$ cat config.mk
export PLATFORM = sky130hd
export DESIGN_NAME = cacheline_adaptor_flat
export DESIGN_NICKNAME = d
export VERILOG_FILES = /design/src/rtl/cacheline_adaptor_pkg.sv /design/src/rtl/cacheline_adaptor_if.sv /design/src/rtl/cacheline_adaptor.sv /design/src/flat_wrapper.sv
export SDC_FILE = /design/constraint.sdc
export NUM_CORES = 1
export LEC_CHECK = 0
export CAP_MARGIN = 30
export CORE_MARGIN = 3
export CORE_UTILIZATION = 25
export CTS_BUF_LIST = sky130_fd_sc_hd__clkbuf_4 sky130_fd_sc_hd__clkbuf_8
export CTS_CLUSTER_SIZE = 40
export DETAILED_ROUTE_END_ITERATION = 7
export HOLD_SLACK_MARGIN = 0.06
export PLACE_DENSITY = 0.54
export SYNTH_ARGS = -nofsm -noshare
export SYNTH_HDL_FRONTEND = slang
export SYNTH_SLANG_ARGS = --single-unit
$ cat constraint.sdc
create_clock -name clk -period 46.2 [get_ports clk]
set_input_delay 13.86 -clock clk [delete_from_list [all_inputs] [get_ports clk]]
set_output_delay 13.86 -clock clk [all_outputs]
set_load 0.1 [all_outputs]
$ cat src/rtl/cacheline_adaptor_pkg.sv
// cacheline_adaptor_pkg: shared types and geometry for the cacheline burst adaptor.
package cacheline_adaptor_pkg;

  localparam int LINE_W_DEF  = 256;
  localparam int BURST_W_DEF = 64;
  localparam int ADDR_W_DEF  = 32;

  // Beats per line and the width of the beat counter that walks them.
  localparam int BEATS      = LINE_W_DEF / BURST_W_DEF;
  localparam int BEAT_IDX_W = $clog2(BEATS);

  // Byte-offset bits inside one line; these are forced to zero on the memory address.
  localparam int LINE_OFS_W = $clog2(LINE_W_DEF / 8);

  typedef enum logic [1:0] {
    IDLE = 2'd0,
    RD   = 2'd1,
    WR   = 2'd2,
    DONE = 2'd3
  } state_t;

endpackage

$ cat src/rtl/cacheline_adaptor_if.sv
// cacheline_adaptor_if: cache-side line request signals plus memory-side burst signals.
// slave modport is the adaptor; master modport is the environment (cache + memory).
interface cacheline_adaptor_if #(
  parameter int LINE_W  = 256,
  parameter int BURST_W = 64,
  parameter int ADDR_W  = 32
);
  logic [LINE_W-1:0]  line_i;
  logic [LINE_W-1:0]  line_o;
  logic [ADDR_W-1:0]  address_i;
  logic               read_i;
  logic               write_i;
  logic               resp_o;
  logic [BURST_W-1:0] burst_i;
  logic [BURST_W-1:0] burst_o;
  logic [ADDR_W-1:0]  address_o;
  logic               read_o;
  logic               write_o;
  logic               resp_i;

  modport slave (
    input  line_i, address_i, read_i, write_i, burst_i, resp_i,
    output line_o, resp_o, burst_o, address_o, read_o, write_o
  );

  modport master (
    output line_i, address_i, read_i, write_i, burst_i, resp_i,
    input  line_o, resp_o, burst_o, address_o, read_o, write_o
  );
endinterface

$ cat src/rtl/cacheline_adaptor.sv
// cacheline_adaptor: turns one cacheline read/write into a 4-beat burst and
// returns a single-cycle completion pulse. Optional burst watchdog is enabled
// by defining CACHELINE_ADAPTOR_TIMEOUT_EN (adds TIMEOUT_CYCLES and error_o).
module cacheline_adaptor
  import cacheline_adaptor_pkg::*;
#(
  parameter int LINE_W  = LINE_W_DEF,
  parameter int BURST_W = BURST_W_DEF,
  parameter int ADDR_W  = ADDR_W_DEF
`ifdef CACHELINE_ADAPTOR_TIMEOUT_EN
  , parameter int TIMEOUT_CYCLES = 1024
`endif
) (
  input  logic                 clk,
  input  logic                 rst,
  cacheline_adaptor_if.slave   bus
`ifdef CACHELINE_ADAPTOR_TIMEOUT_EN
  , output logic               error_o
`endif
);

  localparam logic [BEAT_IDX_W-1:0] LAST_BEAT = BEAT_IDX_W'(BEATS - 1);
  localparam logic [ADDR_W-1:0]     ADDR_MASK = {{(ADDR_W - LINE_OFS_W){1'b1}}, {LINE_OFS_W{1'b0}}};

  state_t                r_state;
  logic [BEAT_IDX_W-1:0] r_k;
  logic [LINE_W-1:0]     r_buf;
  logic [LINE_W-1:0]     r_line;
  logic [ADDR_W-1:0]     r_addr;
  logic                  r_read;
  logic                  r_write;
  logic                  r_resp;
  logic [LINE_W-1:0]     w_merged;
  logic                  w_tmo_hit;

`ifdef CACHELINE_ADAPTOR_TIMEOUT_EN
  localparam int TMO_W = $clog2(TIMEOUT_CYCLES + 1);
  logic [TMO_W-1:0] r_tmo;
  logic             r_err;

  assign error_o   = r_err;
  // Watchdog fires on the last silent cycle before the limit is reached.
  assign w_tmo_hit = (r_tmo == TMO_W'(TIMEOUT_CYCLES - 1)) && !bus.resp_i;
`else
  assign w_tmo_hit = 1'b0;
`endif

  assign bus.line_o    = r_line;
  assign bus.address_o = r_addr;
  assign bus.read_o    = r_read;
  assign bus.write_o   = r_write;
  assign bus.resp_o    = r_resp;
  // Write beat is selected straight from the counter so it follows resp_i without a cycle of lag.
  assign bus.burst_o   = r_buf[r_k*BURST_W +: BURST_W];

  // Line buffer with the incoming read beat dropped into slot k.
  always_comb begin
    w_merged = r_buf;
    w_merged[r_k*BURST_W +: BURST_W] = bus.burst_i;
  end

  // Burst FSM: accept in IDLE, count beats in RD/WR, pulse completion in DONE.
  always_ff @(posedge clk or posedge rst) begin
    if (rst) begin
      r_state <= IDLE;
      r_k     <= '0;
      r_buf   <= '0;
      r_line  <= '0;
      r_addr  <= '0;
      r_read  <= 1'b0;
      r_write <= 1'b0;
      r_resp  <= 1'b0;
`ifdef CACHELINE_ADAPTOR_TIMEOUT_EN
      r_tmo   <= '0;
      r_err   <= 1'b0;
`endif
    end else begin
      r_resp <= 1'b0;
`ifdef CACHELINE_ADAPTOR_TIMEOUT_EN
      if ((r_state == RD || r_state == WR) && !bus.resp_i) begin
        r_tmo <= r_tmo + 1'b1;
      end else begin
        r_tmo <= '0;
      end
      if (w_tmo_hit && (r_state == RD || r_state == WR)) begin
        r_err <= 1'b1;
      end
`endif
      case (r_state)
        IDLE: begin
          if (bus.write_i || bus.read_i) begin
            r_addr  <= bus.address_i & ADDR_MASK;
            r_buf   <= bus.line_i;
            r_k     <= '0;
            // A write takes priority when both requests are raised together.
            r_state <= bus.write_i ? WR : RD;
            r_write <= bus.write_i;
            r_read  <= !bus.write_i;
          end
        end
        RD: begin
          if (bus.resp_i) begin
            r_buf <= w_merged;
            r_k   <= r_k + 1'b1;
            if (r_k == LAST_BEAT) begin
              r_state <= DONE;
              r_read  <= 1'b0;
              r_resp  <= 1'b1;
              r_line  <= w_merged;
            end
          end else if (w_tmo_hit) begin
            r_state <= DONE;
            r_read  <= 1'b0;
            r_resp  <= 1'b1;
            r_line  <= r_buf;
          end
        end
        WR: begin
          if (bus.resp_i) begin
            r_k <= r_k + 1'b1;
            if (r_k == LAST_BEAT) begin
              r_state <= DONE;
              r_write <= 1'b0;
              r_resp  <= 1'b1;
            end
          end else if (w_tmo_hit) begin
            r_state <= DONE;
            r_write <= 1'b0;
            r_resp  <= 1'b1;
            r_line  <= r_buf;
          end
        end
        DONE: begin
          r_state <= IDLE;
        end
        default: begin
          r_state <= IDLE;
        end
      endcase
    end
  end

endmodule

$ cat src/flat_wrapper.sv
// flat-port wrapper written by rule: the top's interface ports become plain ports
module cacheline_adaptor_flat import cacheline_adaptor_pkg::*;
#(
  parameter int LINE_W  = LINE_W_DEF,
  parameter int BURST_W = BURST_W_DEF,
  parameter int ADDR_W  = ADDR_W_DEF

)
  (clk, rst, bus_line_i, bus_address_i, bus_read_i, bus_write_i, bus_burst_i, bus_resp_i, bus_line_o, bus_resp_o, bus_burst_o, bus_address_o, bus_read_o, bus_write_o);
  cacheline_adaptor_if #(.LINE_W(LINE_W), .BURST_W(BURST_W), .ADDR_W(ADDR_W)) bus_i ();
  input  logic clk;
  input  logic rst;
  input wire logic [$bits(bus_i.line_i)-1:0] bus_line_i;
  input wire logic [$bits(bus_i.address_i)-1:0] bus_address_i;
  input wire logic [$bits(bus_i.read_i)-1:0] bus_read_i;
  input wire logic [$bits(bus_i.write_i)-1:0] bus_write_i;
  input wire logic [$bits(bus_i.burst_i)-1:0] bus_burst_i;
  input wire logic [$bits(bus_i.resp_i)-1:0] bus_resp_i;
  output wire logic [$bits(bus_i.line_o)-1:0] bus_line_o;
  output wire logic [$bits(bus_i.resp_o)-1:0] bus_resp_o;
  output wire logic [$bits(bus_i.burst_o)-1:0] bus_burst_o;
  output wire logic [$bits(bus_i.address_o)-1:0] bus_address_o;
  output wire logic [$bits(bus_i.read_o)-1:0] bus_read_o;
  output wire logic [$bits(bus_i.write_o)-1:0] bus_write_o;
  assign bus_i.line_i = bus_line_i;
  assign bus_i.address_i = bus_address_i;
  assign bus_i.read_i = bus_read_i;
  assign bus_i.write_i = bus_write_i;
  assign bus_i.burst_i = bus_burst_i;
  assign bus_i.resp_i = bus_resp_i;
  assign bus_line_o = bus_i.line_o;
  assign bus_resp_o = bus_i.resp_o;
  assign bus_burst_o = bus_i.burst_o;
  assign bus_address_o = bus_i.address_o;
  assign bus_read_o = bus_i.read_o;
  assign bus_write_o = bus_i.write_o;
  cacheline_adaptor #(.LINE_W(LINE_W), .BURST_W(BURST_W), .ADDR_W(ADDR_W)) u_core (.clk(clk), .rst(rst), .bus(bus_i));
endmodule
# --- After elaboration in Yosys (flattened, before gate mapping) ---
# Index checks and enable logic that the tools add are counted.
word_totals:
  register_bits: 546
  input_bits: 357
  output_inout_bits: 355
  word_cells: 59
classes:
  n_addsub: 2
  n_eq_ne: 11
  shifts: 3
  muxes: 21
  reduce_logical: 14
op_table:
  columns: ["cell", "n"]
  rows:
  - ["$mux W256", 2]
  - ["$pmux W256 S2", 1]
  - ["$bwmux W256", 1]
  - ["$shift A64 B34 Y256 const A", 1]
  - ["$shiftx A256 B9 Y64", 1]
  - ["$shiftx A64 B34 Y256", 1]
  - ["$neg A8 Y34", 1]
  - ["$mux W2", 6]
  - ["$reduce_and A3 Y1", 4]
  - ["$ne A2 B1 Y1 const B", 5]
  - ["$reduce_and A4 Y1", 2]
  - ["$mux W1", 7]
  - ["$eq A2 B2 Y1 const B", 3]
  - ["$pmux W2 S3", 1]
  - ["$reduce_bool A2 Y1", 3]
  - ["$ne A2 B2 Y1 const B", 2]
  - ["$pmux W1 S2", 2]
  - ["$pmux W2 S2", 1]
  - ["$add A2 B1 Y2 const B", 1]
  - ["$eq A2 B1 Y1 const B", 1]
  - ["$logic_not A2 Y1", 1]
  - ["$reduce_and A2 Y1", 1]
  - ["$reduce_or A2 Y1", 1]
  - ["$logic_not A1 Y1", 1]
  - ["$logic_or A1 B1 Y1", 1]

# --- Depth between registers and ports, before layout ---
logic_depth:
  depth_word: 5
  depth_mapped: 10

# --- Worst setup path before layout ---
# Ideal clock, no wire load.
synth_timing:
  path_kind: "reg2out"
  start: "register u_core.r_k[0]"
  end: "output port bus_burst_o[10]"
  arrival_time_ns: 1.910
  t_required_ns: 32.340
  setup_slack_ns: 30.430
  stages_incl_launch_ff: 5
  n_path_buf: 3
  cell_sequence: "dfrtp_1 buf_2 buf_4 buf_2 mux4_2"
synth_via:
  elab_chain_len: 1
synth_lines:
  columns: ["item", "line_no", "rtl"]
  rows:
  - ["start, declared", "cacheline_adaptor.sv:26", "logic [BEAT_IDX_W-1:0] r_k;"]
  - ["start signal, assigned", "cacheline_adaptor.sv:104", "r_k <= r_k + 1'b1;"]
  - ["start signal, assigned", "cacheline_adaptor.sv:120", "r_k <= r_k + 1'b1;"]
  - ["$shiftx A256 B9 Y64", "cacheline_adaptor.sv:54", "assign bus.burst_o = r_buf[r_k*BURST_W +: BURST_W];"]
  - ["end, declared", "flat_wrapper.sv:21", "output wire logic [$bits(bus_i.burst_o)-1:0] bus_burst_o;"]
# No other way between the ends.

# --- Worst setup path in the final report ---
layout_timing:
  start: "register u_core.r_k[0]"
  end: "output port bus_burst_o[25]"
# The elaborated chain is that of the path after synthesis.

==> impl_metrics.tcl <==
set metrics [dict create \
    reg2reg_from "u_core.r_k[0]" \
    post_drt_wl_per_cell_um 26.4 \
    synthCells 2729 \
    reg2reg_to "u_core.r_buf[229]" \
    dr.pass1.iters 5 \
    start_kind "flip-flop" \
    netlist.area_leader.share_pct 50.2 \
    first_iter_violations 2068 \
    synthFlopType "dfrtp_1" \
    hold_viol_final 0 \
    syn_avg_cell_area_um2 9.96 \
    ios 712 \
    drcViolationCount 0 \
    maxSlewViolCount 59 \
    dieHeight_um 336 \
    yosysSeqAreaShare_pct 50.2 \
    syn_area_mm2 0.0272 \
    regArea_mm2 0.0137 \
    fill_cells 10600 \
    cts_resized 0 \
    post-route-period-util_pct 40.0 \
    cp.arrival_ns 4.60 \
    fmax_mhz 54.2 \
    worstHoldPathType "reg -> reg" \
    synth_edf_count 0 \
    ant_nets 0 \
    yosysMostFrequentCell "dfrtp_1" \
    worstMarginPinSlew_ns 1.57 \
    grt_setup_unrepaired "no" \
    r2r_cells 8 \
    grt_pass1_wl_mm 188 \
    grt_max_degree 181 \
    initial_utilization_pct 25.3 \
    htree_num_levels 3 \
    critPathRequiredTime_ns 32.34 \
    setup_viol 0 \
    path_cells "buf_4, buf_4, mux4_2, clkdlybuf4s50_1" \
    crit_path_frequent_cell "buf_4" \
    synth_cell_types 44 \
    num_rows 120 \
    endpoint_kind "primary output" \
    overflow 0 \
    cts_sinks 546 \
    path_buf_inv 3 \
    grt_pass1_vias 26600 \
    clk_pin_slew_ns 0.06 \
    cts_root_buf "clkbuf_8" \
    critPathKind "reg -> out" \
    slew_headroom_pct -4.77 \
    drive_gt1_share_pct 13.3 \
    area_delta_synth_final_pct 48.5 \
    cp_max_fo 32 \
    violations "slew limit" \
    core_area_mm2 0.108 \
    gp_congestion 0.815 \
    dp_hpwl_mm 83.2 \
    vias_per_cell 5.33 \
    synthTopCellsByArea "dfrtp_1 (50%), a31oi_1 (5.9%), o21ai_0 (5.6%)" \
    slowest_stage "clkdlybuf4s50_1" \
    cts_tree "yes" \
    dieArea_mm2 0.113 \
    cap_violations 0 \
    min_to "u_core.bus.line_o[28]" \
    grt_usage_pct 22.3 \
    clockBufferDepth 3 \
    port_buffers 701 \
    reg2reg_slack_ns 41.19 \
    hp-start "u_core.bus.line_o[28]" \
    fin_setup_tns_ns 0 \
    async_flop_share_pct 100 \
    yosys.area.top_type "dfrtp_1" \
    clock_latency_ns 0.77 \
    fin_skew_ns 0.0311 \
    multiInputGateArea_mm2 0.0123 \
    routed_wl_mm 129 \
    crit_path_max_incr_delay_ns 1.00 \
    critical_path.top_delay_family "buffers and inverters" \
    hold_buffers 0 \
    cts_buffers 107 \
    antenna_found_initial 31 \
    final_nets 3757 \
    synth.ff_latch_count 546 \
    hold_depth 2 \
    post_cts_buffers 0 \
    vias 26100 \
    synthTopCellsByCount "dfrtp_1 (546), o21ai_0 (305), a31oi_1 (255)" \
    status "finished with violations" \
    yosys_warnings 0 \
    post-route-min-period_ns 18.46 \
    dieWidth_um 336 \
]
==> layout make-up <==
| cell class | count | area share, % |
|---|---|---|
| diodes | 26 | 0.161 |
| clock inverters | 19 | 0.635 |
| inverters | 7 | 0.0837 |
| flip-flops and latches | 546 | 33.9 |
| clock buffers | 176 | 5.36 |
| well taps | 1403 | 4.35 |
| multi-input cells | 1881 | 30.5 |
| repair buffers | 848 | 25.0 |
==> how the worst max path moves through the flow <==
stage | start | end | slack [ns] | depth (start not counted)
final | u_core.r_k[0] | bus_burst_o[25] | 27.74 | 4
after global routing | u_core.r_k[0] | bus_burst_o[9] | 27.43 | 4
after CTS | u_core.r_k[0] | bus_burst_o[9] | 27.50 | 4
after detailed placement | rst | u_core.r_buf[6] | 27.62 | 6
after global placement | rst | u_core.bus.line_o[152] | 27.58 | 6
after floorplan | rst | u_core.bus.address_o[10] | 17.08 | 1
==> cell families (layout without fill, tap and decap cells) <==
family | after synthesis | after routing | share of synthesized area (%)
AOI/OAI and AO/OA | 894 | 894 | 20.9
adders and majority gates | 9 | 9 | 0.414
buffers and inverters | 306 | 1050 | 5.01
DFF | 546 | 546 | 50.2
muxes | 94 | 94 | 6.53
other | 1 | 31 | 0.0138
and+or+nand+nor | 879 | 879 | 16.9
==> layout by cell type (no fill, tap or decap), types with 47 or more instances in the layout <==
| cell | synthesis | routed |
|---|---|---|
| clkdlybuf4s50_1 | 0 | 696 |
| dfrtp_1 | 546 | 544 |
| o21ai_0 | 305 | 305 |
| a31oi_1 | 255 | 255 |
| nand3_1 | 240 | 239 |
| nor2b_1 | 197 | 197 |
| nand2_1 | 182 | 181 |
| o211ai_1 | 175 | 175 |
| clkbuf_8 | 0 | 135 |
| buf_16 | 0 | 98 |
| and3_1 | 94 | 93 |
| nor2_1 | 83 | 83 |
| a221o_1 | 82 | 82 |
| nand2b_1 | 66 | 66 |
| mux4_2 | 64 | 64 |
| buf_4 | 8 | 49 |
| o21ai_1 | 47 | 47 |
==> stage by stage <==
stage                     hold slack [ns]  utilization (%)  std cells  setup WS (ns)  area, um^2
final                               0.476             37.6       4906          27.74       40400
after global routing                0.490             37.5       4894          27.43       40400
after CTS                           0.482             37.4       4877          27.50       40200
after detailed placement            0.469             35.2       4682          27.62       37800
after global placement              0.461             32.7       4583          27.58       35100
after floorplan                     0.488                -       2733          17.08       27200
==> flip-flops by register name, indices dropped and copies added, names as in the netlist <==
register and cells:
u_core.bus.address_o 27, u_core.bus.resp_o 1, u_core.r_buf 256, u_core.bus.read_o 1, u_core.r_state 2, u_core.r_k 2
u_core.bus.write_o 1, u_core.bus.line_o 256
==> worst min-delay path: stages, from the launching register on <==
cell     delay, ns
dfrtp_1       0.34
nand2_1       0.05
o21ai_0       0.06
==> per-layer routing <==
metal	part of all wire, %	GRT usage [%]	vias to the layer above	wire length [um]
met3	8.1	5.79	228	10400
met1	42	29.3	13200	54200
met4	2.9	7.88	16	3790
met5	0.086	0	-	111
met2	47	35.4	1177	60900
li1	-	-	11500	-
Power is not shown: default switching activity piles up to over one toggle a cycle in this logic, so the estimate is an artifact.
